$ cat config.mk
export PLATFORM = sky130hd
export DESIGN_NAME = spi_shift_unit
export DESIGN_NICKNAME = d
export VERILOG_FILES = /design/src/rtl/spi_shift_unit.sv
export SDC_FILE = /design/constraint.sdc
export NUM_CORES = 1
export LEC_CHECK = 0
export CAP_MARGIN = 20
export CORE_MARGIN = 2
export CORE_UTILIZATION = 39
export CTS_CLUSTER_SIZE = 12
export DETAILED_ROUTE_END_ITERATION = 10
export PLACE_DENSITY = 0.73
export SETUP_SLACK_MARGIN = 0.4
export SYNTH_ARGS = -nofsm -noshare
export SYNTH_HDL_FRONTEND = slang
export SYNTH_SLANG_ARGS = --single-unit
$ cat constraint.sdc
create_clock -name clk -period 1.5 [get_ports clk]
set_input_delay 0.3 -clock clk [delete_from_list [all_inputs] [get_ports clk]]
set_output_delay 0.3 -clock clk [all_outputs]
set_load 0.05 [all_outputs]
$ cat src/rtl/spi_shift_unit.sv
// spi_shift_unit: frame-aware SPI shift engine (LSB/MSB first, bit counter, busy, done pulse).
// Optional build macro SPI_SHIFT_UNIT_SPLIT_EDGE_EN: receive bit captured on sampleEdge, shifted on peripheralClkEdge.
module spi_shift_unit #(
    parameter int width      = 8,
    parameter int countWidth = $clog2(width) + 1
) (
    input  logic                  clk,
    input  logic                  reset,
    input  logic                  peripheralClkEdge,
    input  logic                  sampleEdge,
    input  logic                  parallelLoad,
    input  logic                  lsbFirst,
    input  logic [width-1:0]      parallelDataIn,
    input  logic                  serialDataIn,
    output logic [width-1:0]      parallelDataOut,
    output logic                  serialDataOut,
    output logic                  busy,
    output logic                  done,
    output logic [countWidth-1:0] bitCount
);
    // Strobe semantics: peripheralClkEdge/sampleEdge/parallelLoad are level-sampled every cycle with
    // no back-pressure; a strobe high for k cycles acts k times, and parallelLoad outranks any strobe.
    typedef enum logic {IDLE = 1'b0, SHIFT = 1'b1} stateT;

    stateT                 state, stateNext;
    logic [width-1:0]      mem, memNext;
    logic                  dirReg, dirNext;
    logic [countWidth-1:0] count, countNext, countInc;
    logic                  doneNext;
    logic                  shiftBit;

`ifdef SPI_SHIFT_UNIT_SPLIT_EDGE_EN
    logic sampleBit, sampleNext;

    // The shift always consumes the previously captured bit, even if a new sample lands this cycle.
    assign shiftBit = sampleBit;

    always_comb begin
        sampleNext = sampleBit;
        if (parallelLoad) begin
            sampleNext = 1'b0;
        end else if (state == SHIFT && sampleEdge) begin
            sampleNext = serialDataIn;
        end
    end

    always_ff @(posedge clk) begin
        if (reset) begin
            sampleBit <= 1'b0;
        end else begin
            sampleBit <= sampleNext;
        end
    end
`else
    logic unusedSampleEdge;

    assign unusedSampleEdge = sampleEdge;
    assign shiftBit         = serialDataIn;
`endif

    assign countInc = count + countWidth'(1);

    always_comb begin
        stateNext = state;
        memNext   = mem;
        dirNext   = dirReg;
        countNext = count;
        doneNext  = 1'b0;
        if (parallelLoad) begin
            // Load starts a frame from IDLE and restarts one from SHIFT; an aborted frame gets no done.
            memNext   = parallelDataIn;
            dirNext   = lsbFirst;
            countNext = '0;
            stateNext = SHIFT;
        end else if (state == SHIFT && peripheralClkEdge) begin
            if (dirReg) begin
                memNext = {shiftBit, mem[width-1:1]};
            end else begin
                memNext = {mem[width-2:0], shiftBit};
            end
            countNext = countInc;
            if (countInc == countWidth'(width)) begin
                doneNext  = 1'b1;
                stateNext = IDLE;
            end
        end
    end

    always_ff @(posedge clk) begin
        if (reset) begin
            state  <= IDLE;
            mem    <= '0;
            dirReg <= 1'b1;
            count  <= '0;
            done   <= 1'b0;
        end else begin
            state  <= stateNext;
            mem    <= memNext;
            dirReg <= dirNext;
            count  <= countNext;
            done   <= doneNext;
        end
    end

    assign parallelDataOut = mem;
    assign serialDataOut   = dirReg ? mem[0] : mem[width-1];
    assign busy            = (state == SHIFT);
    assign bitCount        = count;
endmodule

==> impl_metrics.json <==
{
  "p_comb_share_pct": 35.1,
  "min_to": "done",
  "synth-main-ff-cell": "dfxtp_1",
  "ir_drop_mv": 0.508,
  "hp-class": "in2reg",
  "viasPerCell": 5.24,
  "r2r_start": "dirReg",
  "ys_types": 23,
  "r2r_end": "parallelDataOut[6]",
  "grt_pass1_vias": 762,
  "syn_to_final_growth_pct": 95.9,
  "portBuffers": 28,
  "antenna_cells": 0,
  "p_int_mw": 0.705,
  "cts_max_path_buffers": 2,
  "crit_type": "reg2out",
  "fmax_mhz": 713,
  "hpwl_um": 1410,
  "swShare_pct": 30.9,
  "ios": 30,
  "power_switching_mw": 0.315,
  "tns_ps": 0,
  "syn_area_per_cell_sq_um": 8.70,
  "hold_buffers": 0,
  "seq_area_frac_synth_pct": 39.2,
  "grt_pass1_wl_um": 3410,
  "cts_root_buf": "clkbuf_4",
  "worstSetupStartpointType": "flop",
  "cts_buffers": 3,
  "antenna_found_initial": 0,
  "fin_crit_ps": 1400,
  "cp.required_ps": 1200,
  "gp_congestion": 0.814,
  "pwr-share-seq_pct": 42.5,
  "rows": 16,
  "drive_above_1_share_pct": 48.2,
  "syn_area_sq_um": 766,
  "netlist.area_leader.share_pct": 39.2,
  "grt_usage_pct": 18.6,
  "ys_ff_latch": 15,
  "wirelength_um": 2380,
  "dp_cells": 144,
  "drc_errors": 0,
  "first_iter_violations": 10,
  "arrival_ps": 1100,
  "synthArstFlopShare_pct": 0,
  "hold_viol_final": 0,
  "nNetsFinal": 154,
  "timing.final.crit_share_pct": 93.5,
  "first_pass_iters": 4,
  "cap_violations": 0,
  "finalSetupViolCount": 0,
  "power_mw": 1.02,
  "outcome": "complete, no violations",
  "syn_nets": 104,
  "synth_top_area_cell": "dfxtp_1",
  "maxSlewHeadroom_pct": 83.3,
  "cts_tree": "yes",
  "ant_nets": 0,
  "grt_overflow": 0,
  "pre_cts_ws_ps": -111,
  "cts_num_sinks": 15,
  "rsz0062_at_grt": "yes",
  "final-max-slew-violation-count": 0,
  "fin_util_pct": 78.9,
  "synth-edff-count": 0,
  "reg2regPathDepth": 6,
  "die_area_sq_mm": 0.00233,
  "clk_pin_slew_ps": 90,
  "die_x_um": 48.3,
  "worstMarginPinSlew_ps": 251,
  "htreeDepth": 1,
  "grt_max_degree": 21,
  "wl_per_cell_um": 14.5,
  "finalWorstSetupSlack_ps": 98.2,
  "p_leak_nw": 0.638,
  "clock_latency_ps": 280,
  "crit_fanout": 2,
  "clockPowerShare_pct": 22.3,
  "fin_cells": 164,
  "hp-start": "parallelLoad",
  "die_h_um": 48.3,
  "cp-end-kind": "output pin",
  "coreArea_sq_mm": 0.00190,
  "synth.area.top_cells": "dfxtp_1, a21oi_1, mux2i_1",
  "vias": 859,
  "synth_warnings": 0,
  "syn_inst": 88,
  "initial_core_util_pct": 40.3,
  "min_path_cells": 3,
  "rrSetupSlack_ps": 170,
  "p_per_area_mw_per_mm2": 680,
  "skew_ps": 6.40
}
==> power by group through the flow <==
stage / Sequential (mW) / Combinational, mW / Clock, mW
6_report: 0.434 / 0.358 / 0.228
5_1_grt: 0.437 / 0.377 / 0.270
4_1_cts: 0.433 / 0.334 / 0.237
3_5_place_dp: 0.462 / 0.287 / 0
3_3_place_gp: 0.461 / 0.284 / 0
2_1_floorplan: 0.501 / 0.110 / 0
==> stage by stage <==
stage / instance area [sq um] / hold WS, ps
after floorplan: 812 / 422
after global placement: 1260 / 494
after detailed placement: 1260 / 503
after CTS: 1430 / 518
after global routing: 1500 / 489
final: 1500 / 490
==> timing repair <==
item,in CTS,in global routing
resized for setup,17,11
pin swaps,7,15
gates cloned,0,1
endpoints found under the setup margin,29,26
buffers inserted,13,2
==> registers in the layout, indices dropped and copies added, names as in the netlist <==
signal	count
parallelDataOut	8
bitCount	4
busy	1
dirReg	1
done	1
==> cells by family after synthesis <==
family,share of synthesized area [%]
AO/OA/AOI/OAI,23.7
AND/OR/NAND/NOR,14.5
flip-flops,39.2
multiplexers,11.9
buffers and inverters,5.56
XOR/XNOR,3.43
adder cells (fa/ha/maj),1.63
==> cell usage after synthesis (2+ instances only) <==
cell,n
xnor2_1,2
nand3_1,2
a21oi_1,18
dfxtp_1,15
nand2_1,13
buf_2,4
mux2i_1,8
nor2_1,3
a211o_1,9
==> critical path, stage by stage (launching register included) <==
cell and delay, ps:
dfxtp_4 370, mux2_4 310, buf_6 150
==> per-layer routing <==
metal	vias up	wire [um]	global-route usage, %
met5	-	0	0
met4	0	92	9.52
met3	8	131	4.63
met2	32	1210	32.6
met1	403	945	20.8
li1	416	-	-
==> worst max path at each step <==
stage	start	end	slack [ps]	cells after the start
6_report	dirReg	serialDataOut	100	2
5_1_grt	dirReg	serialDataOut	50	2
4_1_cts	dirReg	serialDataOut	90	2
3_5_place_dp	peripheralClkEdge	bitCount[3]	-110	4
3_3_place_gp	peripheralClkEdge	parallelDataOut[4]	-110	5
2_1_floorplan	dirReg	serialDataOut	370	2
==> area by class of cell <==
class,instances,area (sq um)
clock buffer,4,26.3
sequential,15,354
multi-input combinational,66,455
fill,109,402
tap,27,33.8
timing repair buffer,52,631
==> cells in the final DEF (no fill, tap or decap), types with 2 or more instances in the layout <==
| cell | synthesis | layout |
|---|---|---|
| a211o_1 | 9 | 9 |
| a21oi_1 | 18 | 14 |
| a21oi_2 | 0 | 4 |
| buf_12 | 0 | 13 |
| buf_4 | 1 | 19 |
| buf_6 | 1 | 5 |
| clkbuf_4 | 0 | 3 |
| clkdlybuf4s50_1 | 0 | 11 |
| dfxtp_4 | 0 | 14 |
| mux2i_1 | 8 | 8 |
| nand2_1 | 13 | 12 |
| nand3_1 | 2 | 2 |
| nor2_1 | 3 | 3 |
| xnor2_1 | 2 | 2 |
Note: power is estimated with default switching activity, not from simulation.
